**src/rtl/garage_motor_driver_if.sv**
```systemverilog
// Command and drive bundle between the door controller and the H-bridge motor driver.
// The controller (master) issues commands and fault inputs; the driver (slave) returns leg drives and status.
interface garage_motor_driver_if #(
  parameter int PWM_BITS = 8
) ();
  logic                up_m;
  logic                dn_m;
  logic                oc_fault;
  logic                fault_clr;
  logic                pwm_up;
  logic                pwm_dn;
  logic [PWM_BITS-1:0] duty;
  logic                busy;
  logic                fault;

  modport master (
    output up_m, dn_m, oc_fault, fault_clr,
    input  pwm_up, pwm_dn, duty, busy, fault
  );

  modport slave (
    input  up_m, dn_m, oc_fault, fault_clr,
    output pwm_up, pwm_dn, duty, busy, fault
  );
endinterface

```
**src/rtl/garage_motor_driver.sv**
```systemverilog
// H-bridge PWM driver with soft-start ramp, dead time on stop/reversal and filtered over-current trip.
// Build option: define MOTOR_SOFT_START_EN to enable the duty ramp; otherwise motion starts at full duty.
module garage_motor_driver #(
  parameter int PWM_BITS    = 8,
  parameter int RAMP_STEP   = 4,
  parameter int DEAD_CYCLES = 16
) (
  input  logic                   clk,
  input  logic                   rst,
  garage_motor_driver_if.slave   bus
);
  localparam logic [PWM_BITS-1:0] DUTY_MAX  = '1;
  localparam logic [PWM_BITS:0]   STEP      = (PWM_BITS+1)'(RAMP_STEP);
  localparam int                  DW        = $clog2(DEAD_CYCLES + 1);
  localparam logic [DW-1:0]       DEAD_LOAD = DW'(DEAD_CYCLES - 1);

  typedef enum logic [2:0] {S_IDLE, S_RAMP, S_RUN, S_DEAD, S_FAULT} state_t;

  state_t              state_q, state_d;
  logic                dir_q, dir_d;
  logic [PWM_BITS-1:0] pcnt_q, pcnt_d;
  logic [PWM_BITS-1:0] duty_q, duty_d;
  logic [DW-1:0]       dead_q, dead_d;
  logic                oc_q, oc_d;
  logic                pwm_up_q, pwm_up_d;
  logic                pwm_dn_q, pwm_dn_d;

  logic                cmd_valid;
  logic                cmd_dir;
  logic                pend;
  logic                trip;
  logic                drive;
  logic [PWM_BITS:0]   ramp_sum;

  assign cmd_valid = bus.up_m ^ bus.dn_m;
  assign cmd_dir   = bus.dn_m;
  assign pend      = (pcnt_q == DUTY_MAX);
  assign trip      = bus.oc_fault & oc_q;
  assign ramp_sum  = {1'b0, duty_q} + STEP;
  assign drive     = (state_q == S_RAMP || state_q == S_RUN) && (pcnt_q < duty_q);

  always_comb begin
    state_d  = state_q;
    dir_d    = dir_q;
    duty_d   = duty_q;
    dead_d   = dead_q;
    pcnt_d   = pcnt_q + PWM_BITS'(1);
    oc_d     = bus.oc_fault;
    pwm_up_d = drive && !dir_q;
    pwm_dn_d = drive && dir_q;

    // The over-current trip outranks every command or ramp event on the same edge.
    if (trip) begin
      state_d = S_FAULT;
      duty_d  = '0;
    end else begin
      case (state_q)
        S_IDLE: begin
          if (cmd_valid) begin
            dir_d = cmd_dir;
`ifdef MOTOR_SOFT_START_EN
            state_d = S_RAMP;
`else
            state_d = S_RUN;
            duty_d  = DUTY_MAX;
`endif
          end
        end
        S_RAMP: begin
          if (!cmd_valid || cmd_dir != dir_q) begin
            state_d = S_DEAD;
            duty_d  = '0;
            dead_d  = DEAD_LOAD;
          end else if (pend) begin
            if (ramp_sum >= {1'b0, DUTY_MAX}) begin
              duty_d  = DUTY_MAX;
              state_d = S_RUN;
            end else begin
              duty_d  = ramp_sum[PWM_BITS-1:0];
            end
          end
        end
        S_RUN: begin
          if (!cmd_valid || cmd_dir != dir_q) begin
            state_d = S_DEAD;
            duty_d  = '0;
            dead_d  = DEAD_LOAD;
          end
        end
        S_DEAD: begin
          if (dead_q == '0) state_d = S_IDLE;
          else              dead_d  = dead_q - DW'(1);
        end
        S_FAULT: begin
          if (bus.fault_clr && !bus.oc_fault) begin
            state_d = S_DEAD;
            duty_d  = '0;
            dead_d  = DEAD_LOAD;
          end
        end
        default: begin
          state_d = S_IDLE;
          duty_d  = '0;
        end
      endcase
    end
  end

  always_ff @(posedge clk) begin
    if (rst) begin
      state_q  <= S_IDLE;
      dir_q    <= 1'b0;
      pcnt_q   <= '0;
      duty_q   <= '0;
      dead_q   <= '0;
      oc_q     <= 1'b0;
      pwm_up_q <= 1'b0;
      pwm_dn_q <= 1'b0;
    end else begin
      state_q  <= state_d;
      dir_q    <= dir_d;
      pcnt_q   <= pcnt_d;
      duty_q   <= duty_d;
      dead_q   <= dead_d;
      oc_q     <= oc_d;
      pwm_up_q <= pwm_up_d;
      pwm_dn_q <= pwm_dn_d;
    end
  end

  assign bus.pwm_up = pwm_up_q;
  assign bus.pwm_dn = pwm_dn_q;
  assign bus.duty   = duty_q;
  assign bus.busy   = (state_q == S_RAMP) || (state_q == S_RUN) || (state_q == S_DEAD);
  assign bus.fault  = (state_q == S_FAULT);
endmodule
```
**src/flat_wrapper.sv**
```systemverilog
// flat-port wrapper written by rule: the top's interface ports become plain ports
module garage_motor_driver_flat 
#(
  parameter int PWM_BITS    = 8,
  parameter int RAMP_STEP   = 4,
  parameter int DEAD_CYCLES = 16
)
  (clk, rst, bus_up_m, bus_dn_m, bus_oc_fault, bus_fault_clr, bus_pwm_up, bus_pwm_dn, bus_duty, bus_busy, bus_fault);
  garage_motor_driver_if #(.PWM_BITS(PWM_BITS)) bus_i ();
  input  logic clk;
  input  logic rst;
  input wire logic [$bits(bus_i.up_m)-1:0] bus_up_m;
  input wire logic [$bits(bus_i.dn_m)-1:0] bus_dn_m;
  input wire logic [$bits(bus_i.oc_fault)-1:0] bus_oc_fault;
  input wire logic [$bits(bus_i.fault_clr)-1:0] bus_fault_clr;
  output wire logic [$bits(bus_i.pwm_up)-1:0] bus_pwm_up;
  output wire logic [$bits(bus_i.pwm_dn)-1:0] bus_pwm_dn;
  output wire logic [$bits(bus_i.duty)-1:0] bus_duty;
  output wire logic [$bits(bus_i.busy)-1:0] bus_busy;
  output wire logic [$bits(bus_i.fault)-1:0] bus_fault;
  assign bus_i.up_m = bus_up_m;
  assign bus_i.dn_m = bus_dn_m;
  assign bus_i.oc_fault = bus_oc_fault;
  assign bus_i.fault_clr = bus_fault_clr;
  assign bus_pwm_up = bus_i.pwm_up;
  assign bus_pwm_dn = bus_i.pwm_dn;
  assign bus_duty = bus_i.duty;
  assign bus_busy = bus_i.busy;
  assign bus_fault = bus_i.fault;
  garage_motor_driver #(.PWM_BITS(PWM_BITS), .RAMP_STEP(RAMP_STEP), .DEAD_CYCLES(DEAD_CYCLES)) u_core (.clk(clk), .rst(rst), .bus(bus_i));
endmodule
```
**config.mk**
```make
export PLATFORM = sky130hd
export DESIGN_NAME = garage_motor_driver_flat
export DESIGN_NICKNAME = d
export VERILOG_FILES = /design/src/rtl/garage_motor_driver_if.sv /design/src/rtl/garage_motor_driver.sv /design/src/flat_wrapper.sv
export SDC_FILE = /design/constraint.sdc
export NUM_CORES = 1
export LEC_CHECK = 0
export CAP_MARGIN = 20
export CORE_UTILIZATION = 45
export DETAILED_ROUTE_END_ITERATION = 7
export PLACE_DENSITY = 0.71
export SKIP_LAST_GASP = 1
export SLEW_MARGIN = 20
export SYNTH_ARGS = -nofsm -noshare
export SYNTH_HDL_FRONTEND = slang
export SYNTH_SLANG_ARGS = --single-unit
```
**constraint.sdc**
```tcl
create_clock -name clk -period 5.11 [get_ports clk]
set_input_delay 1.022 -clock clk [delete_from_list [all_inputs] [get_ports clk]]
set_output_delay 1.022 -clock clk [all_outputs]
set_load 0.01 [all_outputs]
```
==> impl_metrics.yaml, run 1 <==
synthesis:
  yosysWarnings: 0
  synth-seq-cells: 27
  ys_types: 56
  yosys.area.top_type: "dfxtp_1"
  synthTopCellsByCount: "27 x dfxtp_1, 18 x nand2_1, 17 x nor2_1"
  synth_edf_count: 0
  ys.flop_type: "dfxtp_1"
  synth-seq-area-share_pct: 31.40
  synth_area_mm2: 0.001722
  netlist.area_leader.share_pct: 31.40
  synthTopCellsByArea: "dfxtp_1 31%, ha_1 8.7%, a21oi_1 4.4%"
  synth.most_common_cell: "dfxtp_1"
  syn_nets: 225
  synth_cells: 207
  ys_async_sr_fraction_pct: 0
  syn_area_per_cell_um2: 8.317
final_layout:
  drive_above_1_share_pct: 8.145
  multi_input_area_mm2: 0.001095
  area_delta_synth_final_pct: 14.10
  nets: 240
  seq_area_um2: 540.5
  fillers: 342
  diodes: 0
  final_core_util_pct: 53.66
clock_tree:
  cts_tree: "done"
  clk_pin_slew_ns: 0.09
  hold_buffers: 0
  cts_setup_buffers: 0
  clock_sinks: 27
  cts-htree-levels: 1
  cts_resized: 0
  clock_latency_ns: 0.27
  numCtsBuffers: 3
  cts_buffer_depth: 2
  root_buffer: "clkbuf_8"
timing:
  period_share_pct: 56.01
  worst_slew_pin_slew_ns: 0.7498
  hold_slack_ns: 0.4823
  setup_violations: 0
  finalHoldViolCount: 0
  slew_headroom_pct: 49.63
  final.setup_skew_ns: 0.002651
  layout_setup_ws_ns: 2.248
  slew_violations: 0
  rsz0062_at_grt: "false"
  fmax_ghz: 0.3494
  min_period_ns: 2.862
  setup-tns-final_ns: 0
die:
  die_h_um: 63.86
  initial_core_util_pct: 47.03
  die-area_mm2: 0.004077
  core-area_mm2: 0.003661
  pin_count: 18
  num_rows: 22
  die_x_um: 63.86
power_and_ir_drop:
  cellInternalPower_w: 0.0004331
  power_frac_seq_pct: 42.0
  p_leak_nw: 0.7590
  swShare_pct: 37.03
  p_comb_share_pct: 40.5
  clkPwrFrac_pct: 17.5
  vdd_ir_drop_max_mv: 0.1461
  power.switching_w: 0.0002546
  powerDensity_mw_per_mm2: 350.1
routing:
  drc_errors: 0
  vias: 1489
  ant_nets: 0
  avgViaCountPerCell: 5.535
  dr.pass1.iters: 4
  wl_per_cell_um: 13.13
  routed_wl_mm: 3.532
  first_iter_violations: 86
run_status:
  outcome: "completed"
critical_path:
  critical_path_class: "flip-flop to output pin"
  critical_path.endpoint_type: "output pin"
  critPathMaxFanout: 10
  worstSetupStartpointType: "flip-flop"
  crit_arrival_ns: 1.84
  r2r-start: "u_core.dead_q[0]"
  critPathLaunch: "u_core.state_q[2]"
  critical_path_required_ns: 4.09
global_route:
  grt_usage_pct: 18.54
  antenna_found_initial: 0
  grt_overflow: 0
  grt_pass1_vias: 1326
  grt_pass1_wl_mm: 5.996
  grt_max_degree: 21
min_path:
  hp-class: "flip-flop to flip-flop"
  worstHoldStart: "u_core.pcnt_q[0]"
placement:
  gp_congestion: 0.8886
  pre_cts_slack_ns: 2.074
  hpwl_mm: 2.717
  io_buffers: 17
run:
  maxCapViolations: 0
-- power by group through the flow --
| stage | clock network (W) | registers [W] | logic [W] |
|---|---|---|---|
| after floorplan | 0 | 0.000282 | 0.000202 |
| after global placement | 0 | 0.000293 | 0.000277 |
| after detailed placement | 0 | 0.000293 | 0.000277 |
| after CTS | 0.000124 | 0.000288 | 0.000279 |
| after global routing | 0.000132 | 0.000296 | 0.000313 |
| final | 0.000121 | 0.000289 | 0.000278 |
-- placed cells by master, fill, tap and decap left out, drive strengths merged, types with 3 or more instances in the layout --
master	Yosys	layout
nor3	5	5
a22o	3	3
clkbuf	1	3
a21o	6	6
o31ai	5	5
ha	12	12
nor2	18	18
nand2b	3	3
nor2b	4	4
clkdlybuf4s50	0	17
a21oi	15	15
xnor2	6	6
inv	14	14
nand3	12	12
dfxtp	27	27
xor2	4	4
and2	4	4
o21ai	9	9
nand2	18	18
-- sequential cells by signal, summed over array words and instances (netlist names) --
| signal | flops |
|---|---|
| u_core.dir_q | 1 |
| u_core.state_q | 3 |
| u_core.bus.duty | 7 |
| u_core.oc_q | 1 |
| u_core.bus.pwm_up | 1 |
| u_core.pcnt_q | 8 |
| u_core.bus.pwm_dn | 1 |
| u_core.dead_q | 5 |
-- worst paths after layout --
kind                           end  depth (start not counted)  slack, ns
setup reg to reg  u_core.dead_q[1]                          7       2.92
hold / removal    u_core.pcnt_q[0]                          1       0.48
hold reg to reg   u_core.pcnt_q[0]                          1       0.48
setup / recovery         bus_fault                          3       2.25
-- through the flow --
step | total power (W) | instance area [um^2] | instances
finish | 0.0006877 | 1964 | 269
global route | 0.0007409 | 1964 | 269
CTS | 0.0006908 | 1964 | 269
detailed placement | 0.0005702 | 1918 | 265
global placement | 0.0005703 | 1918 | 265
floorplan | 0.0004837 | 1722 | 207
-- kinds of logic (layout without fill, tap and decap cells) --
| kind of cell | Yosys count | in the layout | share of synthesized area (%) |
|---|---|---|---|
| multiplexers | 2 | 2 | 1.235 |
| flip-flops | 27 | 27 | 31.40 |
| XOR/XNOR | 10 | 10 | 5.087 |
| adder cells (fa/ha/maj) | 12 | 12 | 8.721 |
| AO/OA/AOI/OAI | 56 | 56 | 24.13 |
| buffers and inverters | 21 | 35 | 5.014 |
| AND/OR/NAND/NOR | 79 | 79 | 24.42 |
-- final cells by class --
class                      count  area share (%)
inverter                      14           2.675
clock inverter                 1          0.2548
multi-input combinational    159           55.73
tap                           48           3.057
timing repair buffer          17           8.662
clock buffer                   3           2.102
sequential                    27           27.52
-- layer usage --
| layer | GRT usage, % | vias up | wire length (um) |
|---|---|---|---|
| met2 | 29.92 | 24 | 1618 |
| met1 | 25.49 | 686 | 1775 |
| li1 | - | 775 | - |
| met3 | 2.143 | 4 | 98 |
| met4 | 5.966 | 0 | 40 |
| met5 | 0 | - | 0 |
-- worst max-delay path, stage by stage (launching register included) --
cell and delay (ns):
dfxtp_1 0.53, or3b_1 0.41, inv_1 0.09, clkdlybuf4s50_1 0.54
Power figures use the tool's default switching activity.
==> run 2, diff against run 1 <==
--- a/config.mk
+++ b/config.mk
@@ -8,7 +8,7 @@
 export CAP_MARGIN = 20
 export CORE_UTILIZATION = 45
 export DETAILED_ROUTE_END_ITERATION = 7
-export PLACE_DENSITY = 0.71
+export PLACE_DENSITY = 0.73
 export SKIP_LAST_GASP = 1
 export SLEW_MARGIN = 20
 export SYNTH_ARGS = -nofsm -noshare
==> constraint.sdc (replaced) <==
create_clock -name clk -period 2.5 [get_ports clk]
set_input_delay 0.5 -clock clk [delete_from_list [all_inputs] [get_ports clk]]
set_output_delay 0.5 -clock clk [all_outputs]
set_load 0.01 [all_outputs]
==> impl_metrics.yaml, run 2 (synthesis results as in run 1) <==
placement:
  hpwl_mm: 2.761
  io_buffers: 17
  gp_congestion: 0.8651
min_path:
  hold-path-endpoint: "u_core.pcnt_q[0]"
  worstHoldStart: "u_core.pcnt_q[0]"
  min_path_cells: 1
  hp-class: "flip-flop to flip-flop"
global_route:
  grt_overflow: 0
  antenna_found_initial: 0
  top_usage_layer: "met2"
  gr-usage-met1_pct: 25.41
  grt_max_degree: 17
  grt_pass1_wl_mm: 6.237
  grt_pass1_vias: 1438
  met3_usage_pct: 1.964
  grt_usage_pct: 19.06
  gr-usage-met2_pct: 30.59
die:
  initial_core_util_pct: 47.03
  num_rows: 22
  die_x_um: 63.86
  core-area_mm2: 0.003661
  pin_count: 18
  die-area_mm2: 0.004077
  die_h_um: 63.86
routing:
  routed_wl_mm: 3.596
  ant_nets: 0
  first_iter_violations: 121
  drc_errors: 0
  wl_per_cell_um: 13.08
  avgViaCountPerCell: 5.542
  dr.pass1.iters: 4
  vias: 1524
timing:
  slew_headroom_pct: 51.24
  setup_violations: 0
  hold_slack_ns: 0.4880
  min_period_ns: 2.336
  rsz0062_at_grt: "false"
  setup-tns-final_ns: 0
  finalHoldViolCount: 0
  fmax_ghz: 0.4280
  final.setup_skew_ns: 0.002997
  slew_violations: 0
  period_share_pct: 93.46
  worst_slew_pin_slew_ns: 0.7258
clock_tree:
  hold_buffers: 0
  cts_setup_buffers: 0
  clk_pin_slew_ns: 0.10
  root_buffer: "clkbuf_8"
  cts_resized: 0
  clock_latency_ns: 0.27
  cts_tree: "done"
  numCtsBuffers: 3
  clock_sinks: 27
  cts-htree-levels: 1
  cts_buffer_depth: 2
critical_path:
  critical_path.endpoint_type: "output pin"
  critical_path_required_ns: 2.00
  critPathMaxFanout: 10
  crit_arrival_ns: 1.84
  critical_path_class: "flip-flop to output pin"
  r2r_slack_ns: 0.41
  r2r_end: "u_core.state_q[0]"
  r2r-start: "u_core.bus.duty[2]"
  rr_worst_depth: 7
  worstSetupStartpointType: "flip-flop"
run_status:
  outcome: "completed"
final_layout:
  seq_area_um2: 540.5
  area_delta_synth_final_pct: 16.72
  final_cell_mix: "27 x dfxtp_1, 18 x nand2_1, 17 x nor2_1, 17 x clkdlybuf4s50_1, 15 x a21oi_1"
  drive_above_1_share_pct: 10.57
  diodes: 0
  multi_input_area_mm2: 0.001095
  largest_reg_flops: 8
  fillers: 348
  nets: 246
  final_common_cell: "dfxtp_1"
  top_register: "u_core.pcnt_q"
power_and_ir_drop:
  power.switching_w: 0.0005346
  cellInternalPower_w: 0.0009104
  p_leak_nw: 0.7878
  powerDensity_mw_per_mm2: 719.1
  swShare_pct: 36.99
  clkPwrFrac_pct: 17.6
  power_frac_seq_pct: 40.9
  vdd_ir_drop_max_mv: 0.2388
  p_comb_share_pct: 41.5
run:
  maxCapViolations: 0
## run 2: cell count changes in the layout (fill, tap and decap cells not counted), sizes merged
cell,delta
buf,+6
## run 2: power by group through the flow
stage | Combinational [W] | Clock (W) | Sequential, W
floorplan | 0.000413 | 0 | 0.000576
global placement | 0.000589 | 0 | 0.000602
detailed placement | 0.000593 | 0 | 0.000600
CTS | 0.000600 | 0.000258 | 0.000590
global route | 0.000667 | 0.000278 | 0.000606
finish | 0.000600 | 0.000254 | 0.000591
## run 2: per-stage QoR
step	setup WS (ns)	instances	total power, W	util (%)	cell area, um^2
after floorplan	0.6117	207	0.0009887	-	1722
after detailed placement	0.05608	271	0.001194	53.62	1963
final	0.1636	275	0.001445	54.89	2009
after global routing	0.09337	275	0.001551	54.89	2009
after CTS	0.1518	275	0.001449	54.89	2009
after global placement	0.1015	271	0.001191	53.62	1963
## run 2: per-layer routing
metal | part of all wire [%] | wire [um]
met1 | 50 | 1783
met2 | 48 | 1714
met3 | 1.4 | 52
met4 | 1.3 | 45
met5 | 0 | 0
## run 2: how the worst max path moves through the flow
stage,from,end,slack (ns),cells after the start
after CTS,u_core.state_q[2],bus_fault,0.15,3
after floorplan,u_core.pcnt_q[0],u_core.bus.duty[6],0.61,6
after global placement,bus_up_m,u_core.state_q[1],0.10,6
final,u_core.state_q[2],bus_fault,0.16,3
after global routing,u_core.state_q[2],bus_fault,0.09,3
after detailed placement,bus_up_m,u_core.dead_q[1],0.06,6
## run 2: area by class of cell
type | count | area share [%]
Timing Repair Buffer | 23 | 10.71
Tap cell | 48 | 2.989
Sequential cell | 27 | 26.90
Clock inverter | 1 | 0.2491
Clock buffer | 3 | 2.055
Inverter | 14 | 2.615
Multi-Input combinational cell | 159 | 54.48
## run 2: critical path, cell delays in order, from the launching register on
cell             delay (ns)
dfxtp_1                0.54
or3b_1                 0.40
inv_1                  0.09
clkdlybuf4s50_1        0.53
